[src/rtl/pixel_burst_ctrl_pkg.sv]
// Shared types and greyscale helper for the pixel burst engine and later colour blocks.
package pixel_pkg;

  typedef enum logic [1:0] {
    ST_IDLE,
    ST_READ,
    ST_WRITE,
    ST_DONE
  } pbc_state_t;

  // Exact divide-by-three as multiply and shift; holds for channel sums below 2048.
  localparam int GREY_MUL = 683;
  localparam int GREY_SHR = 11;

  // Greyscale from three channels, each zero-extended to 16 bits by the caller.
  function automatic logic [15:0] grey_rgb(input logic [15:0] r,
                                           input logic [15:0] g,
                                           input logic [15:0] b,
                                           input bit exact);
    logic [31:0] s;
    logic [31:0] res;
    s = 32'(r) + 32'(g) + 32'(b);
    if (exact) res = (s * 32'(GREY_MUL)) >> GREY_SHR;
    else       res = (s >> 2) + (s >> 4) + (s >> 6) + (s >> 8);
    return res[15:0];
  endfunction

endpackage

[src/rtl/pixel_burst_ctrl_if.sv]
// SRAM bus between the burst engine (master) and the SRAM model/controller (slave).
interface pixel_burst_ctrl_if #(
  parameter int ADDR_W = 16,
  parameter int DATA_W = 24
);
  logic [ADDR_W-1:0] address;
  logic [DATA_W-1:0] w_data;
  logic [DATA_W-1:0] r_data;
  logic              read_enable;
  logic              write_enable;

  modport master (output address, w_data, read_enable, write_enable, input r_data);
  modport slave  (input address, w_data, read_enable, write_enable, output r_data);
endinterface

[src/rtl/pixel_burst_ctrl_grey_conv.sv]
// Combinational greyscale converter for one SRAM word.
// Build option: PIXEL_BURST_GREY_EXACT_EN selects exact floor(sum/3) instead of the shift-sum approximation.
module pixel_grey_conv
  import pixel_pkg::*;
#(
  parameter int PIX_W = 8,
  parameter int CH    = 3
) (
  input  logic [CH*PIX_W-1:0] pix_in,
  output logic [PIX_W-1:0]    grey_out
);

  generate
    if (CH == 3) begin : g_rgb
`ifdef PIXEL_BURST_GREY_EXACT_EN
      localparam bit EXACT = 1'b1;
`else
      localparam bit EXACT = 1'b0;
`endif
      // R sits in the top channel, B in the bottom one.
      assign grey_out = PIX_W'(grey_rgb(16'(pix_in[3*PIX_W-1:2*PIX_W]),
                                        16'(pix_in[2*PIX_W-1:PIX_W]),
                                        16'(pix_in[PIX_W-1:0]),
                                        EXACT));
    end else begin : g_pass
      assign grey_out = pix_in[PIX_W-1:0];
    end
  endgenerate

endmodule

[src/rtl/pixel_burst_ctrl.sv]
// SRAM pixel burst engine: reads a greyscale burst into rd_pix, then writes wr_pix back out.
// Build option: PIXEL_BURST_GREY_EXACT_EN (exact greyscale conversion, see pixel_grey_conv).
module pixel_burst_ctrl
  import pixel_pkg::*;
#(
  parameter int ADDR_W    = 16,
  parameter int PIX_W     = 8,
  parameter int CH        = 3,
  parameter int MAX_BURST = 20,
  parameter int WAIT_CYC  = 4,
  parameter int LEN_W     = $clog2(MAX_BURST + 1)
) (
  input  logic                       clk,
  input  logic                       n_rst,
  input  logic                       start,
  input  logic [ADDR_W-1:0]          rd_base,
  input  logic [ADDR_W-1:0]          wr_base,
  input  logic [LEN_W-1:0]           rd_len,
  input  logic [LEN_W-1:0]           wr_len,
  input  logic [MAX_BURST*PIX_W-1:0] wr_pix,
  output logic [MAX_BURST*PIX_W-1:0] rd_pix,
  output logic                       busy,
  output logic                       done,
  output logic                       err,
  pixel_burst_ctrl_if.master         sram
);

  generate
    if (CH != 1 && CH != 3) begin : g_bad_ch
      $error("pixel_burst_ctrl: CH must be 1 or 3");
    end
    if (WAIT_CYC < 1 || WAIT_CYC > 15) begin : g_bad_wait
      $error("pixel_burst_ctrl: WAIT_CYC must be in 1..15");
    end
  endgenerate

  pbc_state_t state, state_d;

  logic [LEN_W-1:0]  idx;
  logic [3:0]        wcnt;
  logic [ADDR_W-1:0] rd_base_q, wr_base_q;
  logic [LEN_W-1:0]  rd_len_q, wr_len_q;
  logic              err_q;

  logic [MAX_BURST-1:0][PIX_W-1:0] rd_buf;
  logic [MAX_BURST-1:0][PIX_W-1:0] wr_arr;
  logic [PIX_W-1:0]                grey_pix;

  logic start_bad, start_ok, beat_end, last_rd, last_wr;
  logic [ADDR_W-1:0]   addr_c;
  logic [CH*PIX_W-1:0] wdata_c;
  logic                re_c, we_c;

  assign wr_arr = wr_pix;
  assign rd_pix = rd_buf;

  assign start_bad = start && ((rd_len > LEN_W'(MAX_BURST)) || (wr_len > LEN_W'(MAX_BURST)));
  assign start_ok  = start && !start_bad;
  assign beat_end  = (wcnt == 4'(WAIT_CYC - 1));
  assign last_rd   = beat_end && (idx == rd_len_q - LEN_W'(1));
  assign last_wr   = beat_end && (idx == wr_len_q - LEN_W'(1));

  pixel_grey_conv #(
    .PIX_W (PIX_W),
    .CH    (CH)
  ) u_grey (
    .pix_in   (sram.r_data),
    .grey_out (grey_pix)
  );

  // State register; reset abandons any burst in progress.
  always_ff @(posedge clk or negedge n_rst) begin
    if (!n_rst) state <= ST_IDLE;
    else        state <= state_d;
  end

  // Next-state and SRAM strobe/address decode from the registered state.
  always_comb begin
    state_d = state;
    addr_c  = '0;
    wdata_c = '0;
    re_c    = 1'b0;
    we_c    = 1'b0;
    case (state)
      ST_IDLE: begin
        if (start_ok) begin
          if (rd_len != '0)      state_d = ST_READ;
          else if (wr_len != '0) state_d = ST_WRITE;
          else                   state_d = ST_DONE;
        end
      end
      ST_READ: begin
        addr_c = rd_base_q + ADDR_W'(idx);
        re_c   = 1'b1;
        if (last_rd) state_d = (wr_len_q != '0) ? ST_WRITE : ST_DONE;
      end
      ST_WRITE: begin
        addr_c  = wr_base_q + ADDR_W'(idx);
        we_c    = 1'b1;
        wdata_c = {CH{wr_arr[idx]}};
        if (last_wr) state_d = ST_DONE;
      end
      ST_DONE: state_d = ST_IDLE;
      default: state_d = ST_IDLE;
    endcase
  end

  // Burst bookkeeping: latch the request, pace each pixel over WAIT_CYC cycles, capture reads.
  always_ff @(posedge clk or negedge n_rst) begin
    if (!n_rst) begin
      idx       <= '0;
      wcnt      <= '0;
      rd_base_q <= '0;
      wr_base_q <= '0;
      rd_len_q  <= '0;
      wr_len_q  <= '0;
      err_q     <= 1'b0;
      rd_buf    <= '0;
    end else begin
      err_q <= 1'b0;
      case (state)
        ST_IDLE: begin
          if (start_bad) begin
            err_q <= 1'b1;
          end else if (start) begin
            rd_base_q <= rd_base;
            wr_base_q <= wr_base;
            rd_len_q  <= rd_len;
            wr_len_q  <= wr_len;
            idx       <= '0;
            wcnt      <= '0;
          end
        end
        ST_READ: begin
          if (beat_end) begin
            rd_buf[idx] <= grey_pix;
            wcnt        <= '0;
            idx         <= last_rd ? '0 : idx + LEN_W'(1);
          end else begin
            wcnt <= wcnt + 4'd1;
          end
        end
        ST_WRITE: begin
          if (beat_end) begin
            wcnt <= '0;
            idx  <= last_wr ? '0 : idx + LEN_W'(1);
          end else begin
            wcnt <= wcnt + 4'd1;
          end
        end
        default: ;
      endcase
    end
  end

  assign busy = (state != ST_IDLE);
  assign done = (state == ST_DONE);
  assign err  = err_q;

  assign sram.address      = addr_c;
  assign sram.w_data       = wdata_c;
  assign sram.read_enable  = re_c;
  assign sram.write_enable = we_c;

endmodule

[src/flat_wrapper.sv]
// flat-port wrapper written by rule: the top's interface ports become plain ports
module pixel_burst_ctrl_flat import pixel_pkg::*;
#(
  parameter int ADDR_W    = 16,
  parameter int PIX_W     = 8,
  parameter int CH        = 3,
  parameter int MAX_BURST = 20,
  parameter int WAIT_CYC  = 4,
  parameter int LEN_W     = $clog2(MAX_BURST + 1)
)
  (clk, n_rst, start, rd_base, wr_base, rd_len, wr_len, wr_pix, rd_pix, busy, done, err, sram_address, sram_w_data, sram_read_enable, sram_write_enable, sram_r_data);
  pixel_burst_ctrl_if #(.ADDR_W(ADDR_W)) sram_i ();
  input  logic clk;
  input  logic n_rst;
  input  logic start;
  input  logic [ADDR_W-1:0] rd_base;
  input  logic [ADDR_W-1:0] wr_base;
  input  logic [LEN_W-1:0] rd_len;
  input  logic [LEN_W-1:0] wr_len;
  input  logic [MAX_BURST*PIX_W-1:0] wr_pix;
  output logic [MAX_BURST*PIX_W-1:0] rd_pix;
  output logic busy;
  output logic done;
  output logic err;
  output wire logic [$bits(sram_i.address)-1:0] sram_address;
  output wire logic [$bits(sram_i.w_data)-1:0] sram_w_data;
  output wire logic [$bits(sram_i.read_enable)-1:0] sram_read_enable;
  output wire logic [$bits(sram_i.write_enable)-1:0] sram_write_enable;
  input wire logic [$bits(sram_i.r_data)-1:0] sram_r_data;
  assign sram_address = sram_i.address;
  assign sram_w_data = sram_i.w_data;
  assign sram_read_enable = sram_i.read_enable;
  assign sram_write_enable = sram_i.write_enable;
  assign sram_i.r_data = sram_r_data;
  pixel_burst_ctrl #(.ADDR_W(ADDR_W), .PIX_W(PIX_W), .CH(CH), .MAX_BURST(MAX_BURST), .WAIT_CYC(WAIT_CYC), .LEN_W(LEN_W)) u_core (.clk(clk), .n_rst(n_rst), .start(start), .rd_base(rd_base), .wr_base(wr_base), .rd_len(rd_len), .wr_len(wr_len), .wr_pix(wr_pix), .rd_pix(rd_pix), .busy(busy), .done(done), .err(err), .sram(sram_i));
endmodule
[config.mk]
export PLATFORM = sky130hd
export DESIGN_NAME = pixel_burst_ctrl_flat
export DESIGN_NICKNAME = d
export VERILOG_FILES = /design/src/rtl/pixel_burst_ctrl_pkg.sv /design/src/rtl/pixel_burst_ctrl_if.sv /design/src/rtl/pixel_burst_ctrl_grey_conv.sv /design/src/rtl/pixel_burst_ctrl.sv /design/src/flat_wrapper.sv
export SDC_FILE = /design/constraint.sdc
export NUM_CORES = 1
export LEC_CHECK = 0
export CELL_PAD_IN_SITES_DETAIL_PLACEMENT = 0
export CELL_PAD_IN_SITES_GLOBAL_PLACEMENT = 1
export CORE_MARGIN = 3
export CORE_UTILIZATION = 37
export CTS_CLUSTER_DIAMETER = 60
export CTS_CLUSTER_SIZE = 30
export DETAILED_ROUTE_END_ITERATION = 10
export GPL_ROUTABILITY_DRIVEN = 0
export GPL_TIMING_DRIVEN = 0
export PLACE_DENSITY_LB_ADDON = 0.08
export SLEW_MARGIN = 20
export SYNTH_ARGS = -nofsm -noshare
export SYNTH_HDL_FRONTEND = slang
export SYNTH_SLANG_ARGS = --single-unit
[constraint.sdc]
create_clock -name clk -period 10.2 [get_ports clk]
set_clock_uncertainty 0.15 [all_clocks]
set_input_delay 1.02 -clock clk [delete_from_list [all_inputs] [get_ports clk]]
set_output_delay 1.02 -clock clk [all_outputs]
set_load 0.03 [all_outputs]
==> results.yml <==
outcome:
  status: "finished, final reports clean"
clocking:
  clock-root-buffer: "clkbuf_16"
  cts_setup_buffers: 0
  clock_sinks: 214
  clock_latency_ps: 520
  ctsHoldBuffers: 0
  cts_tree: "done"
  clockBufferDepth: 3
  htree_levels: 1
  numCtsBuffers: 21
  ctsResizeCount: 0
  path_clk_slew_ps: 90
global_routing:
  grt_antenna_before_repair: 2
  grt-ovfl-total: 0
  grt.total_usage: 0.233
  grt_max_degree: 92
  grt_pass1_vias: 9664
  grt_first_pass_wirelength_um: 59700
place:
  dp_hpwl_um: 32400
  portBuffers: 433
  dpl_cell_area_sq_um: 16400
flow_run:
  cap_viol_max_count: 0
power:
  p_leak_nw: 7.31
  peakVddDrop_mv: 0.285
  p_per_area_nw_per_um2: 328
  p_total_mw: 5.62
final_layout:
  drive_gt1_frac: 0.161
  syn2layout_area_growth_pct: 48.6
  final_nets: 1749
  post-route-util: 0.567
  antenna_cells: 0
  final.fill_count: 2635
  final_cell_area_sq_um: 17100
floorplan:
  start_util: 0.382
  die_y_um: 182
  coreArea_sq_um: 30200
  num_rows: 63
  ioPinCount: 434
  dieArea_sq_um: 33300
  die_w_um: 182
timing:
  setup_violations: 0
  period_needed_ps: 6670
  max_slew_margin: 0.524
  fin_tns_setup_ps: 0
  fmax_ghz: 0.150
  post-route-period-util: 0.654
  hold_violations: 0
  timing.hold.ws_ps: 221
  rsz0062_at_grt: "no"
  worstMarginPinSlew_ps: 713
  drv_slew: 0
worst_setup_path:
  rrSetupSlack_ps: 6950
  reg2reg_depth: 9
  cp.arrival_ps: 6910
  worstSetupEndpointType: "register"
  worst-setup-path-type: "primary input to register"
  rr_startpoint: "u_core.idx[1]$_DFFE_PN0P_"
  start_kind: "primary input"
  required_ps: 10440
  r2r-end: "u_core.rd_pix[37]$_DFFE_PN0P_"
  crit_fanout: 10
yosys:
  ys_seq_elements: 214
  ys_types: 59
  ys.warnings.count: 0
  yosysSeqAreaShare: 0.465
  syn_avg_cell_area_sq_um: 11.4
  ys.flop_type: "dfrtp_1"
  netlist_area_sq_um: 11500
  async_flop_share: 1.00
  synth-edff-count: 0
  syn-num-nets: 1291
  synthCells: 1008
routing:
  wire_per_inst_um: 21.1
  ant_nets: 0
  drt_iter0_markers: 508
  viasPerCell: 5.05
  drcViolationCount: 0
  dr_total_vias: 9445
  first_pass_iters: 4
  postRouteWirelength_um: 39500
min_path:
  holdCritPathClass: "primary input to asynchronous set/reset pin"
-- placed cells by master (no fill, tap or decap), types with 4 or more instances in the layout --
master           Yosys  layout
buf_4               17      17
nand2_1            152     152
clkbuf_16            0      21
o21ai_0            115     115
o21a_1               4       4
mux2i_1              6       6
buf_6                5       5
mux2_2             110     110
ha_1                39      39
clkdlybuf4s50_1      0     432
xor2_1              16      16
mux4_2              43      43
a21oi_1             23      23
a21o_1               6       6
nor2_1              30      30
mux4_1               5       5
o21bai_1             4       4
nor3_1              13      13
and3_1               7       7
clkbuf_1            38      40
o21ai_1              5       5
a32oi_1              4       4
a21boi_1             7       7
xnor2_1             18      18
nand3_1              8       8
nor2b_1              9       9
inv_6                0       5
fa_1                15      15
buf_2               17      17
inv_1               31      31
dfrtp_1            214     214
clkinv_8             0       4
-- metal layers --
metal,GRT usage,part of all wire,up-vias
met5,0,0.00066,-
met1,0.317,0.43,4647
met4,0.0427,0.021,4
met2,0.392,0.48,273
met3,0.0462,0.062,52
li1,-,-,4469
-- how the worst max path moves through the flow --
stage	startpoint	end	slack [ps]	depth (start not counted)
global placement	n_rst	u_core.rd_base_q[9]$_DFFE_PN0P_	-1380	1
CTS	sram_r_data[1]	u_core.rd_pix[55]$_DFFE_PN0P_	3490	24
finish	sram_r_data[1]	u_core.rd_pix[55]$_DFFE_PN0P_	3530	24
floorplan	sram_r_data[1]	u_core.rd_pix[103]$_DFFE_PN0P_	4090	23
detailed placement	sram_r_data[1]	u_core.rd_pix[87]$_DFFE_PN0P_	2980	24
global route	sram_r_data[1]	u_core.rd_pix[55]$_DFFE_PN0P_	3040	24
-- sequential cells by signal, indices dropped and copies added, names as in the netlist --
| name | cells |
|---|---|
| u_core.idx | 5 |
| u_core.state | 2 |
| u_core.wr_base_q | 16 |
| u_core.rd_base_q | 16 |
| u_core.rd_pix | 160 |
| u_core.err | 1 |
| u_core.wcnt | 4 |
| u_core.wr_len_q | 5 |
| u_core.rd_len_q | 5 |
-- report_power, final --
part	switching [mW]	leakage [nW]	internal, mW	total [mW]
Sequential	0.162	2.25	1.10	1.26
Clock	0.374	0.342	0.426	0.799
Combinational	2.21	4.71	1.35	3.56
Total	2.74	7.31	2.87	5.62
-- cells by family after synthesis --
kind of cell	share of synthesized area
AOI/OAI and AO/OA	0.0942
xor gates and xnor gates	0.0258
adders and majority gates	0.0684
buffers and inverters	0.0472
DFF	0.465
muxes	0.208
and+or+nand+nor	0.0912
-- area by class of cell --
cell class	count	area [sq um]	share of cell area
Timing Repair Buffer	435	4390	0.257
Clock inverter	15	181	0.0106
Tap cell	390	488	0.0285
Inverter	32	120	0.00702
Clock buffer	23	533	0.0311
Multi-Input combinational cell	682	5620	0.328
Sequential cell	214	5360	0.313
Buffer	80	424	0.0248
-- cells in the mapped netlist (6+ instances only) --
cell      count  area share
a21boi_1      7      0.0046
a21o_1        6      0.0039
a21oi_1      23       0.010
and3_1        7      0.0038
buf_2        17      0.0074
buf_4        17       0.011
clkbuf_1     38       0.012
dfrtp_1     214        0.46
fa_1         15       0.026
ha_1         39       0.042
inv_1        31       0.010
mux2_2      110        0.11
mux2i_1       6      0.0052
mux4_2       43       0.084
nand2_1     152       0.050
nand3_1       8      0.0035
nor2_1       30      0.0098
nor2b_1       9      0.0049
nor3_1       13      0.0056
o21ai_0     115       0.050
xnor2_1      18       0.014
xor2_1       16       0.012
-- per-stage QoR --
step | std cells | setup slack [ps]
5_1_grt | 1871 | 3040
3_3_place_gp | 1831 | -1380
6_report | 1871 | 3530
2_1_floorplan | 1008 | 4090
3_5_place_dp | 1833 | 2980
4_1_cts | 1871 | 3490
-- worst max-delay path, stage by stage --
cell             delay [ps]
clkdlybuf4s50_1         460
inv_1                    50
fa_1                    500
or2_2                   320
fa_1                    400
nor2b_1                 150
o31a_1                  160
nor2_1                   60
o21bai_1                160
xor2_1                  320
inv_1                   100
fa_1                    490
fa_1                    560
inv_1                    50
ha_1                    220
fa_1                    410
a21o_1                  170
a21oi_1                 230
o21bai_1                100
a21oi_1                 190
xnor2_1                 160
xnor2_1                 160
clkbuf_2                320
o21ai_0                 150
No activity file was read; power rests on OpenSTA's default activity.
